===== src/rtl/fifo_pkg.sv =====
// Shared definitions for the async FIFO and its read-side stream consumer.
package fifo_pkg;

  localparam int unsigned BITS_DEF      = 32;
  localparam int unsigned BUF_DEPTH_DEF = 4;
  localparam int unsigned PTR_W_DEF     = $clog2(BUF_DEPTH_DEF) + 1;

  typedef logic [PTR_W_DEF-1:0] ptr_t;
  typedef logic [PTR_W_DEF-1:0] occ_t;

  typedef enum logic [0:0] {
    FRM_BODY = 1'b0,
    FRM_LAST = 1'b1
  } frm_state_e;

  function automatic logic [31:0] bin2gray(input logic [31:0] b);
    return b ^ (b >> 1);
  endfunction

  function automatic logic [31:0] gray2bin(input logic [31:0] g);
    logic [31:0] b;
    b[31] = g[31];
    for (int unsigned i = 1; i < 32; i++) begin
      b[31-i] = b[32-i] ^ g[31-i];
    end
    return b;
  endfunction

endpackage


===== src/rtl/rd_prefetch_buf.sv =====
// Small synchronous register FIFO used as the read-side prefetch buffer.
module rd_prefetch_buf
  import fifo_pkg::*;
#(
  parameter int unsigned BITS  = BITS_DEF,
  parameter int unsigned DEPTH = BUF_DEPTH_DEF
) (
  input  logic                        clk_i,
  input  logic                        rst_ni,
  input  logic                        push_i,
  input  logic [BITS-1:0]             data_i,
  input  logic                        pop_i,
  input  logic                        clr_i,
  output logic [BITS-1:0]             head_o,
  output logic [$clog2(DEPTH):0]      occ_o
);

  localparam int unsigned AW = $clog2(DEPTH);

  logic [BITS-1:0] mem_q [DEPTH];
  logic [AW:0]     head_q, head_d;
  logic [AW:0]     tail_q, tail_d;

  // Pointers carry one extra MSB so a full buffer (occ == DEPTH) differs from empty.
  always_comb begin
    head_d = head_q;
    tail_d = tail_q;
    if (clr_i) begin
      head_d = tail_q;
    end else begin
      if (push_i) tail_d = tail_q + 1'b1;
      if (pop_i)  head_d = head_q + 1'b1;
    end
  end

  always_ff @(posedge clk_i or negedge rst_ni) begin
    if (!rst_ni) begin
      head_q <= '0;
      tail_q <= '0;
      for (int unsigned i = 0; i < DEPTH; i++) mem_q[i] <= '0;
    end else begin
      head_q <= head_d;
      tail_q <= tail_d;
      if (push_i && !clr_i) mem_q[tail_q[AW-1:0]] <= data_i;
    end
  end

  assign occ_o  = tail_q - head_q;
  assign head_o = mem_q[head_q[AW-1:0]];

endmodule


===== src/rtl/async_fifo_rd_stream.sv =====
// Read-side consumer of the async FIFO: credit-based prefetch into a local
// buffer, re-presented as a valid/ready stream with optional packet framing.
module async_fifo_rd_stream
  import fifo_pkg::*;
#(
  parameter int unsigned BITS      = BITS_DEF,
  parameter int unsigned BUF_DEPTH = BUF_DEPTH_DEF,
  parameter int unsigned PKT_LEN   = 0,
  parameter int unsigned CNT_BITS  = 32
) (
  input  logic                rd_clk,
  input  logic                rd_rst_n,
  output logic                p_fifo_rd_en,
  input  logic [BITS-1:0]     p_fifo_rd_data,
  input  logic                p_fifo_rd_empty,
  output logic                p_m_valid,
  input  logic                p_m_ready,
  output logic [BITS-1:0]     p_m_data,
  output logic                p_m_last,
  input  logic                p_flush,
  output logic [CNT_BITS-1:0] p_words_out
);

  localparam int unsigned OCC_W  = $clog2(BUF_DEPTH) + 1;
  localparam int unsigned BEAT_W = (PKT_LEN > 1) ? $clog2(PKT_LEN) : 1;
  localparam logic [BEAT_W-1:0] BEAT_LAST = BEAT_W'((PKT_LEN > 0) ? PKT_LEN - 1 : 0);
  localparam logic [OCC_W:0]    CREDITS   = (OCC_W+1)'(BUF_DEPTH);
  localparam frm_state_e        FRM_INIT  = (PKT_LEN == 1) ? FRM_LAST : FRM_BODY;

  logic [OCC_W-1:0]    occ;
  logic [OCC_W:0]      credit_used;
  logic                inflight_q, inflight_d;
  logic                push, pop;
  logic [CNT_BITS-1:0] words_q, words_d;
  logic [BEAT_W-1:0]   beat_q;
  frm_state_e          frm_q;

  // Issue depends only on registered occupancy/in-flight state, never on
  // p_m_ready; gating with rd_rst_n keeps the read port quiet during reset.
  assign credit_used  = {1'b0, occ} + {{OCC_W{1'b0}}, inflight_q};
  assign p_fifo_rd_en = rd_rst_n && !p_fifo_rd_empty && !p_flush && (credit_used < CREDITS);

  assign p_m_valid   = (occ != '0);
  assign pop         = p_m_valid && p_m_ready;
  assign push        = inflight_q && !p_flush;
  assign p_m_last    = (PKT_LEN != 0) && (frm_q == FRM_LAST);
  assign p_words_out = words_q;

  always_comb begin
    inflight_d = p_fifo_rd_en;
    words_d    = words_q + CNT_BITS'(pop);
  end

  always_ff @(posedge rd_clk or negedge rd_rst_n) begin
    if (!rd_rst_n) begin
      inflight_q <= 1'b0;
      words_q    <= '0;
    end else begin
      inflight_q <= inflight_d;
      words_q    <= words_d;
    end
  end

  // Flush wins over a same-cycle transfer for the beat position, but the
  // transfer itself is still counted in words_q above.
  always_ff @(posedge rd_clk or negedge rd_rst_n) begin
    if (!rd_rst_n) begin
      beat_q <= '0;
      frm_q  <= FRM_INIT;
    end else if (PKT_LEN != 0) begin
      if (p_flush) begin
        beat_q <= '0;
        frm_q  <= FRM_INIT;
      end else if (pop) begin
        case (frm_q)
          FRM_LAST: begin
            beat_q <= '0;
            frm_q  <= FRM_INIT;
          end
          FRM_BODY: begin
            beat_q <= beat_q + 1'b1;
            frm_q  <= ((beat_q + 1'b1) == BEAT_LAST) ? FRM_LAST : FRM_BODY;
          end
        endcase
      end
    end
  end

  rd_prefetch_buf #(
    .BITS  (BITS),
    .DEPTH (BUF_DEPTH)
  ) u_buf (
    .clk_i  (rd_clk),
    .rst_ni (rd_rst_n),
    .push_i (push),
    .data_i (p_fifo_rd_data),
    .pop_i  (pop),
    .clr_i  (p_flush),
    .head_o (p_m_data),
    .occ_o  (occ)
  );

endmodule

===== config.mk =====
export PLATFORM = sky130hd
export DESIGN_NAME = async_fifo_rd_stream
export DESIGN_NICKNAME = d
export VERILOG_FILES = /design/src/rtl/fifo_pkg.sv /design/src/rtl/rd_prefetch_buf.sv /design/src/rtl/async_fifo_rd_stream.sv
export SDC_FILE = /design/constraint.sdc
export NUM_CORES = 1
export LEC_CHECK = 0
export ABC_AREA = 1
export CORE_ASPECT_RATIO = 1.1
export CORE_UTILIZATION = 50
export DETAILED_ROUTE_END_ITERATION = 6
export PLACE_DENSITY = 0.81
export SLEW_MARGIN = 25
export SYNTH_ARGS = -nofsm -noshare
export SYNTH_HDL_FRONTEND = slang
export SYNTH_HIERARCHICAL = 1
export SYNTH_SLANG_ARGS = --single-unit

===== constraint.sdc =====
create_clock -name rd_clk -period 2.7 [get_ports rd_clk]
set_input_delay 0.405 -clock rd_clk [delete_from_list [all_inputs] [get_ports rd_clk]]
set_output_delay 0.405 -clock rd_clk [all_outputs]
set_load 0.02 [all_outputs]

Yosys cells after proc, flatten, opt, wreduce, memory -nomap -nowiden --
Index checks and enable logic that the tools add are counted.
Operators by class: multipliers 0, div/mod/pow operators 0, eq/ne operators 0, bitwise operators 3, magnitude comparators 4, multiplexer cells 8, $add $sub $neg 5, shift-type cells 0, reductions and logical operators 12
Operator list (count):
- bitwise mux 128 bit | 1
- two-way mux 32 bit | 3
- binary-select mux 32 bit (select 2 bit) | 1
- demux 32 bit (select 2 bit) | 1
- adder 32 x 1 -> 32 bit | 1
- logical AND 1 bit | 7
- adder 3 x 1 -> 3 bit (second input constant) | 2
- greater-or-equal comparator 3 bit (second input constant) | 2
- two-way mux 3 bit | 2
- NOT 2 -> 3 bit | 2
- adder 3 x 1 -> 4 bit | 1
- less-than comparator 4 x 3 -> 1 bit (second input constant) | 1
- less-than comparator 3 x 1 -> 1 bit (second input constant) | 1
- nonzero test 3 bit | 1
- subtractor 3 bit | 1
- logical NOT 1 bit | 2
- AND reduction 2 bit | 1
- nonzero test 2 bit | 1
- NOT 1 bit | 1
Word-level totals: bits in read-only memories 0, word-level logic and storage cells 40, memory bits (writable) 0, bits of input ports 37, flip-flop bits (word level) 167, latch bits 0, memories 0

Depth between registers and ports, before layout --
Gate-level depths: netlist (run 1).
word-level depth 6, depth in mapped cells 17, mapped depth without buffers 17

Modules after synthesis --
The synthesis (run 1) kept the hierarchy.
Modules (own cells, without submodules):
- rd_prefetch_buf | cells each 984, instances 1, area an instance 7362.1 um^2, seq. area each 3353.2 um^2
- async_fifo_rd_stream | cells each 237, instances 1, area an instance 1823.0 um^2, seq. area each 825.8 um^2

Worst setup path after synthesis (run 1) --
OpenSTA, ideal clock, no wires.
path kind flip-flop to flip-flop, start reg u_buf.tail_q[0], end reg words_q[30] (netlist: p_words_out[30]), setup time 0.117 ns, stages on the path, launching flop included 18, buffers on the path 0, arrival 2.520 ns, path slack 0.062 ns, data required time 2.583 ns, cells stage by stage dfrtp_1 inv_1 ha_1 fa_1 inv_1 nand2_1 nand2_1 inv_1 a21boi_0 ha_1 ha_1 inv_1 nor2_4 nand2_2 nor2_4 nand2_1 nand2_1 nand2_1
On the way: word-level cells in the longest chain between the ends 4
RTL lines:
- start, declared | line rd_prefetch_buf.sv:22 | logic [AW:0] tail_q, tail_d;
- start signal, assigned | line rd_prefetch_buf.sv:43 | tail_q <= tail_d;
- subtractor 3 bit | line rd_prefetch_buf.sv:48 | assign occ_o = tail_q - head_q;
- net occ[2] | line async_fifo_rd_stream.sv:30 | logic [OCC_W-1:0] occ;
- nonzero test 3 bit | line async_fifo_rd_stream.sv:43 | assign p_m_valid = (occ != '0);
- logical AND 1 bit | line async_fifo_rd_stream.sv:44 | assign pop = p_m_valid && p_m_ready;
- net pop | line async_fifo_rd_stream.sv:33 | logic push, pop;
- adder 32 x 1 -> 32 bit | line async_fifo_rd_stream.sv:51 | words_d = words_q + CNT_BITS'(pop);
- net words_d[30] | line async_fifo_rd_stream.sv:34 | logic [CNT_BITS-1:0] words_q, words_d;
- end signal, assigned | line async_fifo_rd_stream.sv:60 | words_q <= words_d;
- end, declared | line async_fifo_rd_stream.sv:34
The timed path passes the listed nets, and every way through them passes these cells. A chain may end at the register's enable or synchronous reset.

Worst setup path after layout (run 1) --
start reg u_buf.head_q[1], end out p_m_data[24]
On the way: word-level cells in the longest chain between the ends 4
RTL lines:
- start, declared | line rd_prefetch_buf.sv:21 | logic [AW:0] head_q, head_d;
- start signal, assigned | line rd_prefetch_buf.sv:38 | head_q <= '0;
- start signal, assigned | line rd_prefetch_buf.sv:42 | head_q <= head_d;
- NOT 2 -> 3 bit (implied by the code) | line rd_prefetch_buf.sv:49 | assign head_o = mem_q[head_q[AW-1:0]];
- binary-select mux 32 bit (select 2 bit) | line rd_prefetch_buf.sv:49
- two-way mux 32 bit (implied by the code) (2 in series) | line rd_prefetch_buf.sv:49
- end, declared | line async_fifo_rd_stream.sv:18 | output logic [BITS-1:0] p_m_data,
Every way passes these cells. The select of a mux whose other input is x is not followed.

==> results of run 1 <==
-- Yosys cell counts (5+ instances only) --
library cell	count	area, um^2
nand2_1	441	1660
nand3_1	172	861
dfrtp_1	167	4180
inv_1	161	604
nand2_2	122	763
nor2_1	39	146
buf_2	28	140
clkbuf_1	13	48.8
xor2_1	11	96.3
buf_4	10	75.1
nor2_4	9	101
ha_1	8	100
nand3b_1	8	60.1
buf_12	7	140
xnor2_1	5	43.8
-- through the flow --
step	area, um^2	hold slack [ns]	TNS, ns	std cells	worst slack, ns
2_1_floorplan	9190	0.109	0	1221	0.0624
3_3_place_gp	10300	0.453	0	1526	0.115
3_5_place_dp	10300	0.458	-0.0366	1526	-0.0307
4_1_cts	10900	0.225	0	1557	0.00543
5_1_grt	10900	0.254	-0.117	1558	-0.0384
6_report	10900	0.139	0	1558	0.0502
-- power breakdown --
part	internal (uW)	switching [uW]
registers	3370	566
logic	2130	3280
clock network	1240	970
-- critical path, delay by kind of cell (launching register included) --
family	cells	cell delay, ns
and+or+nand+nor	2	0.22
DFF	1	0.42
buffers and inverters	4	1.18
-- area by class of cell --
cell class / count / share of cell area
inverters: 164 / 0.0563
clock inverters: 7 / 0.00412
multi-input cells: 830 / 0.366
flip-flops and latches: 167 / 0.382
well taps: 238 / 0.0272
clock buffers: 24 / 0.0441
repair buffers: 128 / 0.120
-- kinds of logic after synthesis --
kind of cell / after synthesis
AO/OA/AOI/OAI: 5
AND/OR/NAND/NOR: 799
other: 1
adder cells (fa/ha/maj): 9
buffers and inverters: 224
XOR/XNOR: 16
flip-flops: 167
-- routing by layer --
layer,global-route usage,up-vias
li1,-,3846
met1,0.318,3788
met2,0.427,237
met3,0.0442,50
met4,0.0861,0
met5,0,-
-- registers in the layout (all words and copies together) (netlist names) --
register and cells:
u_buf/tail_q 3, u_buf/head_q 3, p_words_out 32, inflight_q 1, u_buf/mem_q 128
-- what timing repair did --
action,CTS,global route
setup buffers,0,1
resized for setup,12,19
pin swaps,2,7
endpoints found under the setup margin,40,40
gates cloned,0,0
-- cell usage in the layout (no fill, tap or decap), drive strengths merged, types with 2 or more instances in the layout --
master           n
nand3b           8
clkdlybuf4s50   95
xnor2            5
buf             28
inv            166
nand3          173
xor2            11
dfrtp          167
clkbuf          24
clkinv           4
ha               8
dlymetal6s2s     4
nand2          567
nor2            51
o21ai            2
-- final timing paths --
check	end	slack, ns	cells past startpoint
max	p_m_data[24]	0.05	6
min	p_words_out[17]	0.14	2
max reg2reg	p_words_out[22]	0.10	15
min reg2reg	u_buf/mem_q[114]	0.47	2
max in group asynchronous	u_buf/mem_q[77]	1.92	2
min in group rd_clk	inflight_q	0.27	3
==> results.tsv, run 1 <==
metric	value	unit
status	completed	
MaxCap Viol Count	0	
Critical Path Max Stage Delay	0.62	ns
Synth async-reset ratio	1.00	
final hold vios	0	
Yosys reg bits	167	
total grt overflow	0	
Worst path slowest cell	clkdlybuf4s50_1	
Syn Area/Cell	7.52	um^2
total power	11600	uW
initial antenna violation count	0	
final antenna-violating net count	0	
Finish-stage setup viols	0	
I/O pin cnt	104	
synth unique cells	28	
Sinks on Clock Net	167	
syn nets	1267	
f_max	377	MHz
worst endpoint data arrival time	2.24	ns
Synth Area in Compound Gates	0.00313	
DIE AREA	0.0189	mm^2
starting density of the core	0.514	
Max Buffers Root-to-Sink	2	
pin count of the biggest net entering global routing	168	
startpoint types	flop	
WL met3	1260	um
CP Cell Sequence	buf_8 -> inv_1 -> buf_12 -> nand3_1 -> nand2_1 -> clkdlybuf4s50_1	
DRT Wirelength	22700	um
Rows	51	
Simple-Gate Fraction of Synth Area	0.400	
P per Cell Area	1060	mW/mm^2
global-route wire length before repair	37300	um
P_leak	0.00564	uW
Pre-antenna DRT Iters	5	
met1 wire length	9700	um
min Tclk post-route	2.65	ns
Final Skew	0.00960	ns
Netlist Area Pre-Place	0.00919	mm^2
vias per cell	5.08	
htree depth	4	
fin nets	1354	
cts hold-fix bufs	0	
Initial DRC Count	554	
gr usage total	0.249	
CP Class	flop to output pin	
total CTS buffers	17	
crit-path max FO	35	
Hold WC Path Type	input pin to async pin	
DR WL met2	11300	um
CTS tree	done	
Worst-Skew Late Latency	0.43	ns
routed len/inst	14.6	um
CP startpoint	u_buf/head_q[1]	
Worst VDD drop	0.000652	V
Slew @ Worst Pin	0.893	ns
core area	0.0179	mm^2
Die X-Extent	131	um
final core occ	0.612	
mux contribution to synthesized area	0	
multi-input logic area	0.00400	mm^2
relative slew slack	0.405	
R2R Path Start	u_buf/tail_q[0]	
Slew Limit Fails	0	
vias in the first global route	7577	
port bufs	102	
Seq/Total Area, Yosys	0.455	
cells after synthesis	1221	
# DRC	0	
Register Area	0.00418	mm^2
largest family of logic cells by synthesized area	simple AND/OR/NAND/NOR gates	
final HPWL from detailed placement	13800	um
area grow syn2layout	19.0	%
GPL Wtd Cong	0.827	
Tcrit/Tclk final	0.981	
Vias	7921	
XOR/XNOR share of the synthesized area	0.0153	
Crit. End Element	output pin	
layout cells sized above 1	0.157	
Antenna Cells	0	
Max Used Layer	met4	
predominant post-synthesis flop cell	dfrtp_1	
clock slew at reported path FFs	0.06	ns
yosys synthesis warning count	6	
height of the die	144	um
Filler cells	1581	
WP data required	2.30	ns
Synth Area in Adders	0.0131	
Root Buffer	clkbuf_16	
number of enable flip-flop cells after synthesis	0	
No activity file was read; power rests on OpenSTA's default activity.
==> inputs of run 2 (changes only) <==
Settings changed: CAP_MARGIN from default to 20.
==> results of run 2 <==
No change in the layout: final DEF, timing and power equal those of run 1.
